==> src/rtl/rom_sdram_arbiter.sv <==
// rom_sdram_arbiter: shares one SDRAM controller port between the sprite,
// tile and sound ROM readers, and passes HPS ROM-download writes through.
// Each read is latched, arbitrated and issued as a burst. The READY handshake
// is tracked by an FSM, and read data returns with a one-cycle valid strobe.
// Optional build macro ROM_ARB_AGING_EN: adds per-port starvation counters
// that promote a long-waiting port above the fixed spr > tile > snd order.
module rom_sdram_arbiter #(
  parameter logic [25:0] SPR_BASE  = 26'h0100000,
  parameter logic [25:0] TILE_BASE = 26'h0000000,
  parameter logic [25:0] SND_BASE  = 26'h0200000,
`ifdef ROM_ARB_AGING_EN
  parameter int unsigned STARVE_LIMIT = 4,
`endif
  parameter int unsigned WDOG_MAX  = 255
) (
  input  logic        clk_sys,
  input  logic        reset,
  input  logic        spr_req,
  input  logic [18:0] spr_addr,
  output logic [31:0] spr_data,
  output logic        spr_valid,
  input  logic        tile_req,
  input  logic [17:0] tile_addr,
  output logic [31:0] tile_data,
  output logic        tile_valid,
  input  logic        snd_req,
  input  logic [19:0] snd_addr,
  output logic [15:0] snd_data,
  output logic        snd_valid,
  output logic        SDRAM_RD,
  output logic        SDRAM_WR,
  output logic        SDRAM_BURST,
  output logic [25:0] SDRAM_ADDR,
  output logic [15:0] SDRAM_DIN,
  output logic [1:0]  SDRAM_BS,
  input  logic [63:0] SDRAM_DOUT,
  input  logic        SDRAM_READY,
  input  logic        DL_EN,
  input  logic [26:0] DL_ADDR,
  input  logic [15:0] DL_DATA,
  input  logic        DL_WR,
  output logic        wdog_err
);

  localparam int unsigned NPORT  = 3;
  localparam int unsigned AW     = 26;
  localparam int unsigned WDOG_W = (WDOG_MAX > 2) ? $clog2(WDOG_MAX) : 1;

  typedef enum logic [2:0] {
    IDLE,
    RD_ISSUE,
    RD_WAIT,
    WR_ISSUE,
    WR_WAIT
  } state_t;

  state_t                       state;
  logic [NPORT-1:0]             pend_q;
  logic [NPORT-1:0][AW-1:0]     addr_q;
  logic [NPORT-1:0]             gnt_oh_q;
  logic                         quiet_q;
  logic [WDOG_W-1:0]            wdog_cnt;

  logic [NPORT-1:0]             req_vec;
  logic [NPORT-1:0][AW-1:0]     new_addr;
  logic [NPORT-1:0]             eff_pend;
  logic [NPORT-1:0]             cand;
  logic [NPORT-1:0]             gnt_oh;
  logic                         gnt_any;
  logic [AW-1:0]                gnt_addr;

`ifdef ROM_ARB_AGING_EN
  logic [NPORT-1:0][2:0]        starve_q;
  logic [NPORT-1:0]             aged;
`endif

  // Download byte address bit 0 and the upper read lanes are never used.
  logic unused_bits;
  assign unused_bits = ^{DL_ADDR[0], SDRAM_DOUT[63:32]};

  // Port requests and their SDRAM word addresses.
  always_comb begin
    req_vec     = {snd_req, tile_req, spr_req};
    new_addr[0] = SPR_BASE  + AW'({spr_addr, 1'b0});
    new_addr[1] = TILE_BASE + AW'({tile_addr, 1'b0});
    new_addr[2] = SND_BASE  + AW'(snd_addr);
  end

  // Arbitration: pending or same-cycle requests, reads blocked while downloading.
  always_comb begin
    eff_pend = DL_EN ? '0 : (pend_q | req_vec);
    gnt_any  = |eff_pend;
    cand     = eff_pend;
`ifdef ROM_ARB_AGING_EN
    for (int p = 0; p < NPORT; p++) begin
      aged[p] = eff_pend[p] && (32'(starve_q[p]) >= STARVE_LIMIT);
    end
    if (|aged) cand = aged;
`endif
    gnt_oh = '0;
    if (cand[0])      gnt_oh = 3'b001;
    else if (cand[1]) gnt_oh = 3'b010;
    else if (cand[2]) gnt_oh = 3'b100;
    gnt_addr = '0;
    for (int p = 0; p < NPORT; p++) begin
      if (gnt_oh[p]) gnt_addr = req_vec[p] ? new_addr[p] : addr_q[p];
    end
  end

  // Request capture, access sequencing, watchdog and data return.
  always_ff @(posedge clk_sys or posedge reset) begin
    if (reset) begin
      state       <= IDLE;
      pend_q      <= '0;
      addr_q      <= '0;
      gnt_oh_q    <= '0;
      quiet_q     <= 1'b0;
      wdog_cnt    <= '0;
      spr_data    <= '0;
      spr_valid   <= 1'b0;
      tile_data   <= '0;
      tile_valid  <= 1'b0;
      snd_data    <= '0;
      snd_valid   <= 1'b0;
      SDRAM_RD    <= 1'b0;
      SDRAM_WR    <= 1'b0;
      SDRAM_BURST <= 1'b0;
      SDRAM_ADDR  <= '0;
      SDRAM_DIN   <= '0;
      SDRAM_BS    <= 2'b00;
      wdog_err    <= 1'b0;
`ifdef ROM_ARB_AGING_EN
      starve_q    <= '0;
`endif
    end else begin
      spr_valid  <= 1'b0;
      tile_valid <= 1'b0;
      snd_valid  <= 1'b0;
      SDRAM_BS   <= 2'b11;

      for (int p = 0; p < NPORT; p++) begin
        if (DL_EN) begin
          pend_q[p] <= 1'b0;
        end else if (req_vec[p]) begin
          pend_q[p] <= 1'b1;
          addr_q[p] <= new_addr[p];
        end
      end
      if (DL_EN) quiet_q <= 1'b1;

      unique case (state)
        IDLE: begin
          SDRAM_ADDR <= '0;
          if (DL_EN && DL_WR) begin
            SDRAM_WR   <= 1'b1;
            SDRAM_ADDR <= DL_ADDR[26:1];
            SDRAM_DIN  <= DL_DATA;
            wdog_cnt   <= '0;
            state      <= WR_ISSUE;
          end else if (SDRAM_READY && gnt_any) begin
            gnt_oh_q    <= gnt_oh;
            quiet_q     <= 1'b0;
            SDRAM_RD    <= 1'b1;
            SDRAM_BURST <= 1'b1;
            SDRAM_ADDR  <= gnt_addr;
            wdog_cnt    <= '0;
            state       <= RD_ISSUE;
            // The granted request is consumed; later requests re-arm it.
            for (int p = 0; p < NPORT; p++) begin
              if (gnt_oh[p]) pend_q[p] <= 1'b0;
            end
`ifdef ROM_ARB_AGING_EN
            for (int p = 0; p < NPORT; p++) begin
              if (gnt_oh[p])
                starve_q[p] <= '0;
              else if (eff_pend[p] && starve_q[p] != 3'h7)
                starve_q[p] <= starve_q[p] + 3'h1;
            end
`endif
          end
        end
        RD_ISSUE: begin
          if (!SDRAM_READY) begin
            SDRAM_RD <= 1'b0;
            state    <= RD_WAIT;
          end else if (wdog_cnt == WDOG_W'(WDOG_MAX - 1)) begin
            // Controller never accepted: abandon and leave the read pending.
            SDRAM_RD    <= 1'b0;
            SDRAM_BURST <= 1'b0;
            SDRAM_ADDR  <= '0;
            wdog_err    <= 1'b1;
            state       <= IDLE;
            for (int p = 0; p < NPORT; p++) begin
              if (gnt_oh_q[p] && !DL_EN) pend_q[p] <= 1'b1;
            end
          end else begin
            wdog_cnt <= wdog_cnt + 1'b1;
          end
        end
        RD_WAIT: begin
          if (SDRAM_READY) begin
            if (!quiet_q && !DL_EN) begin
              spr_valid  <= gnt_oh_q[0];
              tile_valid <= gnt_oh_q[1];
              snd_valid  <= gnt_oh_q[2];
              if (gnt_oh_q[0]) spr_data  <= SDRAM_DOUT[31:0];
              if (gnt_oh_q[1]) tile_data <= SDRAM_DOUT[31:0];
              if (gnt_oh_q[2]) snd_data  <= SDRAM_DOUT[15:0];
            end
            SDRAM_BURST <= 1'b0;
            SDRAM_ADDR  <= '0;
            state       <= IDLE;
          end
        end
        WR_ISSUE: begin
          if (!SDRAM_READY) begin
            SDRAM_WR <= 1'b0;
            state    <= WR_WAIT;
          end else if (wdog_cnt == WDOG_W'(WDOG_MAX - 1)) begin
            SDRAM_WR   <= 1'b0;
            SDRAM_ADDR <= '0;
            wdog_err   <= 1'b1;
            state      <= IDLE;
          end else begin
            wdog_cnt <= wdog_cnt + 1'b1;
          end
        end
        WR_WAIT: begin
          if (SDRAM_READY) begin
            SDRAM_ADDR <= '0;
            state      <= IDLE;
          end
        end
        default: state <= IDLE;
      endcase
    end
  end

endmodule

==> config.mk <==
export PLATFORM = sky130hd
export DESIGN_NAME = rom_sdram_arbiter
export DESIGN_NICKNAME = d
export VERILOG_FILES = /design/src/rtl/rom_sdram_arbiter.sv
export SDC_FILE = /design/constraint.sdc
export NUM_CORES = 1
export LEC_CHECK = 0
export BUFFER_PORTS_ARGS = -buffer_cell sky130_fd_sc_hd__buf_4
export CORE_MARGIN = 8
export CORE_UTILIZATION = 55
export DETAILED_ROUTE_END_ITERATION = 12
export PLACE_DENSITY = 0.85
export SYNTH_ARGS = -nofsm -noshare
export SYNTH_HDL_FRONTEND = slang
export SYNTH_SLANG_ARGS = --single-unit
==> constraint.sdc <==
create_clock -name clk_sys -period 15.2 [get_ports clk_sys]
set_input_delay 3.04 -clock clk_sys [delete_from_list [all_inputs] [get_ports clk_sys]]
set_output_delay 3.04 -clock clk_sys [all_outputs]
set_load 0.01 [all_outputs]
## Yosys cells after proc, flatten, opt, wreduce, memory -nomap -nowiden

Cells that the tools add are included.

- Register bits: 226
- Bits of input ports: 172
- Output and inout port bits: 131
- Logic and storage cells: 141

- Add/sub/neg operators: 3
- Equal/unequal tests: 18
- Multiplexer cells: 68
- Bitwise operators: 2
- Reductions and logical operators: 29

Operator list:

| operator | number |
|---|---|
| $mux W26 | 11 |
| $pmux W26 S3 | 1 |
| $mux W3 | 14 |
| $mux W1 | 32 |
| $mux W8 | 4 |
| $reduce_and A4 Y1 | 6 |
| $add A22 B20 Y23 const A | 1 |
| $add A21 B20 Y22 const A | 1 |
| $pmux W8 S2 | 1 |
| $ne A2 B2 Y1 const B | 7 |
| $pmux W3 S4 | 1 |
| $ne A3 B3 Y1 const B | 3 |
| $reduce_and A3 Y1 | 3 |
| $add A8 B1 Y8 const B | 1 |
| $eq A8 B8 Y1 const B | 1 |
| $eq A3 B2 Y1 const B | 2 |
| $logic_and A1 B1 Y1 | 6 |
| $ne A2 B1 Y1 const B | 3 |
| $pmux W3 S2 | 1 |
| $reduce_and A6 Y1 | 1 |
| $reduce_bool A2 Y1 | 3 |
| $reduce_bool A3 Y1 | 2 |
| $pmux W1 S2 | 2 |
| $reduce_and A2 Y1 | 2 |
| other kinds (9) | 11 |

## Depth between registers and ports, before layout

- Depth after elaboration: 11
- Depth in mapped cells: 10
- Depth with buffers taken out: 8

## Least setup slack after synthesis

OpenSTA, ideal clock, no wires.

- Path type: input to register
- Start point: input spr_req
- End point: register SDRAM_ADDR[25]
- Setup time: 0.095 ns
- Arrival time: 4.484 ns
- Data required time: 15.105 ns
- Path slack: 10.621 ns
- Stages: 6
- Buffers on the path: 1
- Cell sequence: buf_6 > or4_4 > or3_4 > nor4_4 > a222oi_1 > o31ai_1

- Longest elaborated chain between the ends: 9
- Elaborated cells on any way between the ends: 12
- Those cells by class: 9 x mux; 1 x bitwise; 2 x reduce/logical

RTL lines:

| what | line | text |
|---|---|---|
| start, declared | 18 | `input logic spr_req,` |
| $or A3 B3 Y3 | 91 | `eff_pend = DL_EN ? '0 : (pend_q \| req_vec);` |
| $mux W3 | 91 |  |
| $mux W3 | 101 | `if (cand[0]) gnt_oh = 3'b001;` |
| $mux W26 (3 in series) | 106 | `if (gnt_oh[p]) gnt_addr = req_vec[p] ? new_addr[p] : addr_q[p];` |
| $mux W26 (*) | 160 | `end else if (SDRAM_READY && gnt_any) begin` |
| $mux W26 (*) | 154 | `if (DL_EN && DL_WR) begin` |
| $pmux W26 S3 (*) | 151 | `unique case (state)` |
| end signal, assigned | 156 | `SDRAM_ADDR <= DL_ADDR[26:1];` |
| end signal, assigned | 165 | `SDRAM_ADDR <= gnt_addr;` |
| end, declared | 33 | `output logic [25:0] SDRAM_ADDR,` |

Every way passes the cells marked *; elsewhere a longest branch is shown, timed or not.
A chain may end at the register's enable or synchronous reset.

## Worst setup path in the final report

- Start point: input DL_EN
- End point: register SDRAM_DIN[9]

- Longest elaborated chain between the ends: 2

RTL lines:

| what | line | text |
|---|---|---|
| start, declared | 38 | `input logic DL_EN,` |
| $logic_and A1 B1 Y1 | 154 |  |
| $reduce_and A2 Y1 (no line) | -- |  |
| end signal, assigned | 129 | `SDRAM_DIN <= '0;` |
| end signal, assigned | 157 | `SDRAM_DIN <= DL_DATA;` |
| end, declared | 34 | `output logic [15:0] SDRAM_DIN,` |

No other way between the ends.

==> impl_metrics.tcl <==
set metrics [dict create \
    synth_edf_count 0 \
    drtIter0Drc 378 \
    start_kind "primary input" \
    finalInstanceArea_sq_um 12800 \
    path_class "in -> reg" \
    place_congestion 0.850 \
    rrSetupSlack_ns 12.43 \
    max_slew_margin 0.173 \
    drc 0 \
    hold_ws_ns 0.480 \
    drt_wl_total_um 26600 \
    cts_buffers 24 \
    path_max_fanout 37 \
    drive_above_1_share 0.463 \
    postCtsHoldBufs 0 \
    seq_area_frac_synth 0.577 \
    rows 49 \
    synth.distinct_cells 53 \
    layout_commonest_cell "buf_4" \
    antenna_found_initial 0 \
    hold_viol_final 0 \
    crit_top_cell "buf_4" \
    path_cells "buf_4 > nand2_1 > nor3_4 > buf_4 > mux2_2" \
    vias 7134 \
    grt_pass1_wl_um 41700 \
    hp-class "reg -> reg" \
    syn_area_per_cell_sq_um 12.7 \
    grt_max_degree 149 \
    die_height_um 149 \
    dp_hpwl_um 18100 \
    grt_pass1_vias 7675 \
    regArea_sq_um 5660 \
    cp.arrival_ns 5.17 \
    clock_path_buffers 3 \
    finClkSkew_ns 0.0140 \
    io_buffers 269 \
    antenna_cells 0 \
    wl_per_cell_um 21.0 \
    path_buf_inv 2 \
    cts_resized 0 \
    power_density_nw_per_um2 153 \
    tritoncts "yes" \
    synthCells 771 \
    end_kind "flop" \
    peakVddDrop_mv 0.107 \
    setup_viol 0 \
    min_period_ns 4.79 \
    required_ns 15.58 \
    dp_cells 1222 \
    multi_input_area_sq_um 3870 \
    fill_cells 1195 \
    synth_nets 945 \
    cts.sinks 226 \
    period_share 0.315 \
    critPathSlowestCell "nor3_4" \
    layoutNonFillerInstCount 1266 \
    cap_viol_max_count 0 \
    path_clk_slew_ns 0.06 \
    slew_violations 0 \
    boundaryPins 303 \
    async_flop_share 1.00 \
    cts_max_level 1 \
    clk_latency_ns 0.51 \
    status "finished, final reports clean" \
    rsz0062_at_grt "false" \
    power_w 0.00195 \
    synthFlopType "dfrtp_1" \
    dieArea_sq_um 22300 \
    netlist_area_sq_um 9800 \
    slowest_delay_ns 0.64 \
    cp_top_family "buffers and inverters" \
    viasPerCell 5.64 \
    worst_pin_slew_ns 1.24 \
    layout_common_cells "276 x buf_4, 226 x dfrtp_1, 146 x mux2_2" \
    drtAntennaViolNets 0 \
    first_pass_iters 5 \
    ys_warn_count 0 \
    tns_ns 0 \
    cts-root-buf "clkbuf_16" \
    placed_area_sq_um 11900 \
    final_nets 1193 \
    leakage_nw 6.37 \
    synth_seq_cells 226 \
    grt_use_total 0.235 \
    grt_overflow 0 \
    syn2layout_area_growth_pct 30.3 \
    start_util 0.553 \
    core_area_sq_um 17700 \
    max_freq_mhz 209 \
    fp.dieW_um 149 \
    post-cts-setup-buffers 0 \
]
-- where the power goes --
group          internal, W  switching [W]  total, W
combinational     0.000267       0.000253  0.000520
sequential        0.000735      0.0000856  0.000821
clock             0.000370       0.000236  0.000606
total              0.00137       0.000574   0.00195
-- per-stage QoR --
stage	util	setup slack [ns]
after floorplan	-	5.97
after global placement	0.673	9.95
after detailed placement	0.673	9.91
after CTS	0.720	10.43
after global routing	0.720	10.31
final	0.720	10.41
-- sequential cells by signal, indices dropped and copies added (netlist names) --
name and count:
SDRAM_ADDR 26, SDRAM_BS 1, SDRAM_BURST 1, SDRAM_DIN 16
SDRAM_RD 1, SDRAM_WR 1, addr_q 78, gnt_oh_q 3
pend_q 3, quiet_q 1, snd_data 16, snd_valid 1
spr_data 32, spr_valid 1, state 3, tile_data 32
tile_valid 1, wdog_cnt 8, wdog_err 1
-- final timing paths --
check / start / endpoint / cells after the start
setup / recovery: DL_EN / SDRAM_DIN[9]$_DFFE_PP0P_ / 5
hold / removal: addr_q[20]$_DFFE_PP0N_ / addr_q[20]$_DFFE_PP0N_ / 1
setup reg to reg: wdog_cnt[0]$_DFFE_PP0P_ / SDRAM_ADDR[22]$_DFFE_PP0P_ / 7
hold reg to reg: addr_q[20]$_DFFE_PP0N_ / addr_q[20]$_DFFE_PP0N_ / 1
max in group asynchronous: reset / addr_q[19]$_DFFE_PP0N_ / 3
min in group asynchronous: reset / SDRAM_DIN[5]$_DFFE_PP0P_ / 2
-- worst reg2reg max path: stages (launching register included) --
cell	delay, ns
dfrtp_1	0.42
inv_1	0.12
ha_1	0.15
nand2_1	0.08
or3_1	0.47
o22a_1	0.70
a222oi_1	0.55
o31ai_1	0.14
-- cells by family (layout without fill, tap and decap cells) --
logic type | Yosys count | count (layout) | share of synthesized area
adders and majority gates | 3 | 3 | 0.00358
DFF | 226 | 226 | 0.577
and+or+nand+nor | 153 | 153 | 0.0842
buffers and inverters | 64 | 330 | 0.0298
muxes | 195 | 195 | 0.219
other | 1 | 1 | 0.000383
AOI/OAI and AO/OA | 129 | 129 | 0.0862
-- cell usage after synthesis, types with 3 or more instances --
library cell | instances | area [sq um]
buf_1 | 13 | 48.8
clkbuf_1 | 22 | 82.6
nand3_1 | 4 | 20.0
o31ai_1 | 7 | 52.6
o2bb2ai_1 | 4 | 35.0
nand2_1 | 59 | 221
buf_6 | 4 | 45.0
mux2_2 | 146 | 1640
a22oi_1 | 25 | 188
buf_2 | 14 | 70.1
nor3_1 | 3 | 15.0
a31oi_1 | 4 | 25.0
o21ai_0 | 7 | 35.0
nor4_1 | 3 | 18.8
nand3b_1 | 19 | 143
nor2b_1 | 23 | 144
a21o_1 | 4 | 30.0
o21ai_1 | 20 | 100
a222oi_1 | 5 | 50.1
nor2_1 | 21 | 78.8
a21oi_1 | 22 | 110
dfrtp_1 | 226 | 5660
a211oi_1 | 5 | 37.5
o22ai_1 | 18 | 113
mux2_1 | 7 | 78.8
or3_1 | 3 | 18.8
mux2i_1 | 42 | 420
inv_1 | 10 | 37.5
-- cell type report --
class,count,area share
clock buffers,30,0.0536
clock inverters,14,0.0118
inverters,10,0.00353
multi-input cells,481,0.303
flip-flops and latches,226,0.443
well taps,229,0.0225
repair buffers,276,0.162
-- metal layers --
metal	up-vias	share of wire	global-route usage
met5	-	0	0
met4	0	0.030	0.0848
li1	3266	-	-
met3	54	0.073	0.0550
met1	3570	0.38	0.282
met2	244	0.51	0.404
Note: power is estimated with default switching activity, not from simulation.
